[src/rtl/mul_seq_ctrl_if.sv]
// mul_seq_ctrl_if: request/result handshake bundle for the sequential multiplier
interface mul_seq_ctrl_if #(
    parameter int WIDTH = 32
);
    logic               in_valid;
    logic               in_ready;
    logic [WIDTH-1:0]   in_a;
    logic [WIDTH-1:0]   in_b;
    logic               out_valid;
    logic               out_ready;
    logic [2*WIDTH-1:0] product;
    logic               zero_flag;
    logic               busy;
    modport master (
        output in_valid, in_a, in_b, out_ready,
        input  in_ready, out_valid, product, zero_flag, busy
    );
    modport slave (
        input  in_valid, in_a, in_b, out_ready,
        output in_ready, out_valid, product, zero_flag, busy
    );
endinterface

[src/rtl/mul_seq_ctrl.sv]
// mul_seq_ctrl: shift-and-add unsigned multiplier sequencer reusing one adder
module adder #(
    parameter int WIDTH = 32
) (
    input  logic [WIDTH-1:0] i_1,
    input  logic [WIDTH-1:0] i_2,
    input  logic             invert_i_2,
    input  logic             enable,
    output logic [WIDTH-1:0] sum,
    output logic             overflow_flag
);
    logic [WIDTH:0] r;
    assign r = enable ? {1'b0, i_1} + {1'b0, invert_i_2 ? ~i_2 : i_2} + (WIDTH+1)'(invert_i_2) : '0;
    assign sum = r[WIDTH-1:0];
    assign overflow_flag = r[WIDTH];
endmodule

module mul_seq_ctrl #(
    parameter int WIDTH = 32
) (
    input logic           clk,
    input logic           rst,
    input logic           clear,
    mul_seq_ctrl_if.slave bus
);
    localparam int CNT_W = $clog2(WIDTH);
    typedef enum logic [1:0] {IDLE, BUSY, DONE} state_t;
    state_t           state, nxt;
    logic [WIDTH-1:0] mcand, acc, mq, sum;
    logic [CNT_W-1:0] cnt;
    logic             c;
    logic             last;
    assign last = cnt == CNT_W'(WIDTH - 1);
    adder #(.WIDTH(WIDTH)) u_add (
        .i_1(acc),
        .i_2(mq[0] ? mcand : '0),
        .invert_i_2(1'b0),
        .enable(1'b1),
        .sum(sum),
        .overflow_flag(c)
    );
    // state register
    always_ff @(posedge clk or posedge rst) begin
        if (rst) state <= IDLE;
        else     state <= nxt;
    end
    // next state: clear wins, then accept / finish / hand off
    always_comb begin
        nxt = state;
        if (clear)                              nxt = IDLE;
        else if (state == IDLE && bus.in_valid) nxt = BUSY;
        else if (state == BUSY && last)         nxt = DONE;
        else if (state == DONE && bus.out_ready) nxt = IDLE;
    end
    // datapath: load operands on accept, one partial product per BUSY cycle
    always_ff @(posedge clk or posedge rst) begin
        if (rst) begin
            mcand <= '0;
            acc   <= '0;
            mq    <= '0;
            cnt   <= '0;
        end else if (clear) begin
            acc <= '0;
            mq  <= '0;
            cnt <= '0;
        end else if (state == IDLE && bus.in_valid) begin
            mcand <= bus.in_a;
            mq    <= bus.in_b;
            acc   <= '0;
            cnt   <= '0;
        end else if (state == BUSY) begin
            {acc, mq} <= {c, sum, mq[WIDTH-1:1]};
            cnt       <= cnt + CNT_W'(1);
        end
    end
    assign bus.in_ready  = state == IDLE;
    assign bus.out_valid = state == DONE;
    assign bus.busy      = state != IDLE;
    assign bus.product   = {acc, mq};
    assign bus.zero_flag = ~|{acc, mq};
endmodule

[src/flat_wrapper.sv]
// flat-port wrapper written by rule: the top's interface ports become plain ports
module mul_seq_ctrl_flat 
#(
    parameter int WIDTH = 32
)
  (clk, rst, clear, bus_in_valid, bus_in_a, bus_in_b, bus_out_ready, bus_in_ready, bus_out_valid, bus_product, bus_zero_flag, bus_busy);
  mul_seq_ctrl_if #(.WIDTH(WIDTH)) bus_i ();
  input logic clk;
  input logic rst;
  input logic clear;
  input wire logic [$bits(bus_i.in_valid)-1:0] bus_in_valid;
  input wire logic [$bits(bus_i.in_a)-1:0] bus_in_a;
  input wire logic [$bits(bus_i.in_b)-1:0] bus_in_b;
  input wire logic [$bits(bus_i.out_ready)-1:0] bus_out_ready;
  output wire logic [$bits(bus_i.in_ready)-1:0] bus_in_ready;
  output wire logic [$bits(bus_i.out_valid)-1:0] bus_out_valid;
  output wire logic [$bits(bus_i.product)-1:0] bus_product;
  output wire logic [$bits(bus_i.zero_flag)-1:0] bus_zero_flag;
  output wire logic [$bits(bus_i.busy)-1:0] bus_busy;
  assign bus_i.in_valid = bus_in_valid;
  assign bus_i.in_a = bus_in_a;
  assign bus_i.in_b = bus_in_b;
  assign bus_i.out_ready = bus_out_ready;
  assign bus_in_ready = bus_i.in_ready;
  assign bus_out_valid = bus_i.out_valid;
  assign bus_product = bus_i.product;
  assign bus_zero_flag = bus_i.zero_flag;
  assign bus_busy = bus_i.busy;
  mul_seq_ctrl #(.WIDTH(WIDTH)) u_core (.clk(clk), .rst(rst), .clear(clear), .bus(bus_i));
endmodule
[config.mk]
export PLATFORM = sky130hd
export DESIGN_NAME = mul_seq_ctrl_flat
export DESIGN_NICKNAME = d
export VERILOG_FILES = /design/src/rtl/mul_seq_ctrl_if.sv /design/src/rtl/mul_seq_ctrl.sv /design/src/flat_wrapper.sv
export SDC_FILE = /design/constraint.sdc
export NUM_CORES = 1
export LEC_CHECK = 0
export CAP_MARGIN = 25
export CORE_AREA = 2 2 109 153
export CTS_CLUSTER_SIZE = 24
export DETAILED_ROUTE_END_ITERATION = 8
export DIE_AREA = 0 0 111 155
export GPL_TIMING_DRIVEN = 0
export HOLD_SLACK_MARGIN = 0.1
export MAX_ROUTING_LAYER = met4
export PLACE_DENSITY = 0.76
export REMOVE_ABC_BUFFERS = 1
export SETUP_SLACK_MARGIN = 0.15
export SLEW_MARGIN = 5
export SYNTH_ARGS = -nofsm -noshare
export SYNTH_HDL_FRONTEND = slang
export SYNTH_SLANG_ARGS = --single-unit
export TNS_END_PERCENT = 50
[constraint.sdc]
create_clock -name clk -period 3.9 [get_ports clk]
set_input_delay 0.78 -clock clk [delete_from_list [all_inputs] [get_ports clk]]
set_output_delay 0.78 -clock clk [all_outputs]
set_load 0.02 [all_outputs]
======== Yosys cells after proc, flatten, opt, wreduce, memory -nomap -nowiden ========
Cells that the tools add are included.
word-level totals
  memory bits (writable) .................. 0
  latch bits .............................. 0
  register bits after elaboration ......... 103
  input bits .............................. 69
  memories ................................ 0
  bits in read-only memories .............. 0
cells by class
  bitwise operators ....................... 1
  $mul .................................... 0
  div/mod/pow operators ................... 0
  add/sub/neg operators ................... 2
  magnitude comparators ................... 0
  eq/ne operators ......................... 3
  reduce and logical (&&, ||, !) cells .... 10
  shift-type cells ........................ 0
  mux-type cells .......................... 14
operators by type and width
  kind                 count
  $mux 32              7
  $reduce_or 64->1     1
  $add 32x32->33       1
  $mux 5               3
  $mux 2               4
  $add 5x1->5 const B  1
  $eq 5x5->1 const B   1
  $reduce_bool 4->1    1
  $logic_and 1x1->1    3
  $reduce_bool 3->1    1
  $eq 2x1->1 const B   1
  $eq 2x2->1 const B   1
  $logic_not 2->1      1
  $reduce_and 2->1     1
  $reduce_bool 2->1    1
  $logic_not 1->1      1
  $not 1->1            1

======== Logic depth before layout (Yosys ltp) ========
  depth in word-level cells ............... 6
  depth in mapped cells ................... 13
  depth with buffers taken out ............ 12

======== Cells and area by module ========
A second synthesis with hierarchy kept.
unflattened totals
  cells, all modules ...................... 784
  area, all modules ....................... 7384.6 µm²
modules (own cells, without submodules)
  module        instances  area each (µm²)  cells an instance
  mul_seq_ctrl  1          4973.5           453
  adder         1          2411.1           331

======== Worst setup path before layout ========
No wires, ideal clock.
  path kind ............................... register to register
  start point ............................. reg u_core.mq[0]
  end point ............................... reg u_core.acc[27]
  path buffers ............................ 1
  period minus slack after synthesis ...... 3158 ps
  library setup time ...................... 70 ps
  cell stages (with the launch flop) ...... 14
  setup slack ............................. 742 ps
  data required time ...................... 3830 ps
  arrival ................................. 3089 ps
  path through ............................ dfrtp_1 -> clkbuf_1 -> and2_1 -> ha_1 -> inv_1 -> fa_1 -> and2b_1 -> o211ai_2 -> a31o_4 -> o31ai_4 -> a21o_4 -> a31oi_4 -> or4_1 -> nand3_1
on the way
  cells in the longest elaborated chain, start to end .. 5
ends and longest elaborated chain
  item                      line                source
  start: declaration        mul_seq_ctrl.sv:29  logic [WIDTH-1:0] mcand, acc, mq, sum;
  start signal: assignment  mul_seq_ctrl.sv:68  mq <= bus.in_b;
  start signal: assignment  mul_seq_ctrl.sv:72  {acc, mq} <= {c, sum, mq[WIDTH-1:1]};
  $mux 32                   mul_seq_ctrl.sv:36  .i_2(mq[0] ? mcand : '0),
  $add 32x32->33            mul_seq_ctrl.sv:13  assign r = enable ? {1'b0, i_1} + {1'b0, invert_i_2 ? ~i_2 : i_2} + (WIDTH+1)'(invert_i_2) : '0;
  $mux 32                   mul_seq_ctrl.sv:71  end else if (state == BUSY) begin
  $mux 32                   mul_seq_ctrl.sv:66  end else if (state == IDLE && bus.in_valid) begin
  $mux 32                   mul_seq_ctrl.sv:62  end else if (clear) begin
  end signal: assignment    mul_seq_ctrl.sv:72
  end: declaration          mul_seq_ctrl.sv:29
Every way passes these cells. The select of a mux whose other input is x is not followed.
A chain may end at the register's enable or synchronous reset.

======== Worst setup path in the final report ========
  start point ............................. reg u_core.acc[20]
  end point ............................... out bus_zero_flag
on the way
  cells in the longest elaborated chain, start to end .. 2
ends and longest elaborated chain
  item              line                source
  $reduce_or 64->1  mul_seq_ctrl.sv:80  assign bus.zero_flag = ~|{acc, mq};
  $logic_not 1->1   mul_seq_ctrl.sv:80
  end: declaration  flat_wrapper.sv:18  output wire logic [$bits(bus_i.zero_flag)-1:0] bus_zero_flag;
Every way passes these cells.

==> results by stage <==
Placement:
- The instance count after placement with tap cells included is 998.
- The sum of net half-perimeters after detailed placement is 12.1 mm.
- At the placement stage, the worst setup path has a slack of 0.0902 ns.
- At the end of routability-driven placement, the weighted congestion stood at 0.891.
- Once placement finished, the instance area stood at 7780 um^2.
- The number of input and output port buffers inserted is 136.

Final layout:
- Across the whole layout, storage elements account for 2580 um^2.
- Leaving out filler cells and counting taps, the final layout contains 1014.
- Of the cells placed in the final design, the portion with a size suffix greater than 1 is 8.34%.
- The final-stage net count is 914.
- The number of antenna diodes is 0.
- Relative to the synthesized area, the layout overhead comes to 29.8%.
- The multi-input combinational cells in the finished layout cover a total of 3470 um^2.
- After routing the design area is 8060 um^2.
- The count of filler cells inserted in the layout is 1501.

Detailed routing:
- The count of nets left with antenna violations once routing finished came out at 0.
- Using the TritonRoute via totals, the vias-per-cell ratio works out to 5.42.
- After the first detailed-routing iteration, the DRC count stood at 329.
- Across all layers, the routed design uses 5494 vias.
- The first detailed-routing pass took 7 iterations.
- The detail-routed net length per standard cell is 16.1 um.
- The wire length after detailed routing is 16.4 mm.
- In the routed design, unresolved DRC markers number 0.

Clock network:
- The number of clock buffers inserted by TritonCTS is 9.
- The post-CTS clock slew at the launch and capture registers of the worst setup and hold paths is 0.07 ns.
- The clock tree synthesis step divided the H-tree into 3 levels.
- The maximum count of clock buffers along a single path is 2.
- The CTS sink count is 103.
- TritonCTS built the clock tree.
- The cell chosen for the clock root is clkbuf_16.
- In this run the post-CTS setup repair buffer count came out at 0.
- In this run, post-CTS hold repair placed 0 buffers.
- The later pin in the worst-skew pair is clocked with a latency of 0.35 ns.

STA:
- For this run, the top clock speed supported by timing is 285 MHz.
- The final setup violation count is 0.
- The final period demand of the worst path is 3.51 ns.
- The slew of the pin with the lowest slew margin is 0.881 ns.
- The final hold violation count is 0.
- The post-route setup TNS is 0 ns.
- The max-slew violation count is 0.
- The worst clock skew is 0.0108 ns.
- The normalized max-slew margin is 41.0%.
- The share of the clock period used by the worst path after layout is 90.0%.
- The smallest hold slack is 0.501 ns.
- Setup repair after global routing left no endpoint under its margin.
- The final critical-path setup slack is 0.388 ns.

Synthesis:
- The async set-reset flop share out of synthesis is 100%.
- The most used flip-flop cell after synthesis is dfrtp_1.
- The post-synth design cell area is 6210 um^2.
- Counting flops with a built-in enable in the synthesized netlist gives 0.
- After technology mapping, the gate count stands at 697.
- The synthesized area per cell is 8.91 um^2.
- For this run, the number of Yosys warnings is 0.
- In this run, distinct cell masters in the synthesized netlist total 53.
- In this run, synthesis produced a sequential element count of 103.
- The post-synthesis sequential area ratio is 41.5%.

GRT:
- Global routing used 19.5% of the available tracks across all layers.
- The leftover overflow at the end of global routing is 0.
- The number of antenna violations at the first check in global routing is 0.
- The via count of the first global-routing pass is 5418.
- The wire length of the first global-routing pass is 27.0 mm.
- Entering global routing, the biggest net connects 56 pins.

Floorplanning:
- After floorplanning, the core was sized to cover 15900 um^2.
- The die boundary height is 155 um.
- The top-level port count is 137.
- The initial utilization of the core area, before any placement, comes to 39.1%.
- The floorplan has 55 rows.
- In this run the horizontal extent of the chip is 111 um.
- The floorplan step defined a die boundary enclosing 17200 um^2.

Setup path:
- The kind of critical path is reg2out.
- The highest-delay cell along the critical path is nor4_1.
- The worst-path maximum fanout is 4.
- Counting stages on the worst path, the most repeated cell is nor4_1.
- Traced cell by cell, the critical path runs through nor4_1 -> nand4_1 -> nor4_1 -> clkdlybuf4s50_1.
- The largest single stage delay on the critical path is 0.70 ns.
- STA classifies the critical path startpoint as a register.
- The arrival time of data at the critical path endpoint is 2.73 ns.
- STA classifies the critical path endpoint as an output port.
- The data required time at the worst endpoint is 3.12 ns.

Pwr:
- The leakage power total is 3.41 nW.
- The power density relative to cell area is 356 nW/um^2.
- The worst-case IR drop observed on VDD is 0.249 mV.

Status:
- The flow ran to the end, and the final reports show no timing, DRC or antenna violations.

Run:
- The number of violations of the max-capacitance limit is 0.

Worst hold path:
- The worst hold-check path type is reg2reg.
sequential cells by signal, indices dropped and copies added (netlist names):
signal	cells
u_core.mq	32
u_core.acc	32
u_core.mcand	32
u_core.cnt	5
u_core.state	2
what timing repair did:
action                                  in CTS  in global routing
endpoints found under the hold margin        0                  0
endpoints found under the setup margin       2                  0
resized for setup                            1                  0
kinds of logic (layout without fill, tap and decap cells):
| logic type | count (synthesis) | in the layout | synth area share [%] |
|---|---|---|---|
| compound gates | 198 | 198 | 19.1 |
| xor+xnor | 28 | 28 | 3.95 |
| fa+ha+maj | 35 | 35 | 7.17 |
| buf+inv | 47 | 165 | 2.92 |
| flops | 103 | 103 | 41.5 |
| mux | 32 | 32 | 5.80 |
| simple gates | 254 | 254 | 19.5 |
cell usage after synthesis, types with 2 or more instances:
| cell | n | area [um^2] |
|---|---|---|
| o21ai_0 | 77 | 385 |
| nor2_1 | 56 | 210 |
| o21ai_1 | 2 | 10.0 |
| clkbuf_2 | 2 | 10.0 |
| nand3_1 | 9 | 45.0 |
| or3_1 | 2 | 12.5 |
| and3_1 | 5 | 31.3 |
| ha_1 | 34 | 425 |
| and2_1 | 32 | 200 |
| or4_1 | 2 | 15.0 |
| clkbuf_1 | 35 | 131 |
| dfrtp_1 | 103 | 2580 |
| a21oi_1 | 69 | 345 |
| a32o_1 | 2 | 20.0 |
| o31ai_1 | 2 | 15.0 |
| nand2b_1 | 10 | 62.6 |
| nor3_1 | 6 | 30.0 |
| buf_2 | 2 | 10.0 |
| nand2_1 | 90 | 338 |
| nor4_1 | 17 | 106 |
| nor2b_1 | 7 | 43.8 |
| a31oi_1 | 7 | 43.8 |
| nand4_1 | 15 | 93.8 |
| o22ai_1 | 2 | 12.5 |
| xor2_1 | 19 | 166 |
| a21o_1 | 8 | 60.1 |
| a211oi_1 | 2 | 15.0 |
| mux2_2 | 32 | 360 |
| inv_1 | 8 | 30.0 |
| o21a_1 | 7 | 52.6 |
| a22o_1 | 3 | 26.3 |
| xnor2_1 | 9 | 78.8 |
area by class of cell:
cell class | instances | share of cell area (%)
sequential | 103 | 32.0
clock buffer | 9 | 2.79
timing repair buffer | 141 | 18.0
multi-input combinational | 547 | 43.0
clock inverter | 7 | 0.667
tap | 199 | 3.09
inverter | 8 | 0.404
critical path, delay by kind of cell, from the launching register on:
family,cells,cell delay [ns]
DFF,1,0.43
buffers and inverters,1,0.68
and+or+nand+nor,3,1.28
cell usage in the layout (no fill, tap or decap), drive strengths merged, types with 10 or more instances in the layout:
cell type      instances
clkdlybuf4s50        136
mux2                  32
nand2                 90
a21oi                 70
and2                  32
dfrtp                103
xor2                  19
o21ai                 80
nor2                  56
ha                    34
nor4                  17
nand2b                10
nand4                 15
inv                   11
through the flow:
stage	total power, mW	util, %
floorplan	1.71	-
global placement	2.00	48.2
detailed placement	2.03	48.9
CTS	2.90	50.7
global route	3.03	50.7
finish	2.87	50.7
per-layer routing:
layer / vias up / track usage, % / part of all wire, %
met1: 2604 / 24.5 / 44
met3: 23 / 2.38 / 3.5
li1: 2703 / - / -
met4: 0 / 5.36 / 2.0
met5: - / - / 0
met2: 164 / 33.5 / 50
report_power, final:
| part | internal (mW) | switching (mW) | total [mW] |
|---|---|---|---|
| combinational | 0.349 | 0.366 | 0.714 |
| sequential | 1.19 | 0.0997 | 1.29 |
| clock | 0.439 | 0.427 | 0.867 |
| total | 1.98 | 0.893 | 2.87 |
final timing paths:
check | depth (start not counted) | slack, ns | from | end
max in group asynchronous | 3 | 2.32 | rst | u_core.mq[0]
worst max-delay path | 4 | 0.39 | u_core.acc[20] | bus_zero_flag
worst max register to register | 12 | 0.39 | u_core.mq[0] | u_core.acc[29]
worst min-delay path | 1 | 0.50 | u_core.mcand[12] | u_core.mcand[12]
min in group asynchronous | 2 | 0.87 | rst | u_core.mcand[3]
worst min register to register | 1 | 0.50 | u_core.mcand[12] | u_core.mcand[12]
Note: power is estimated with default switching activity, not from simulation.
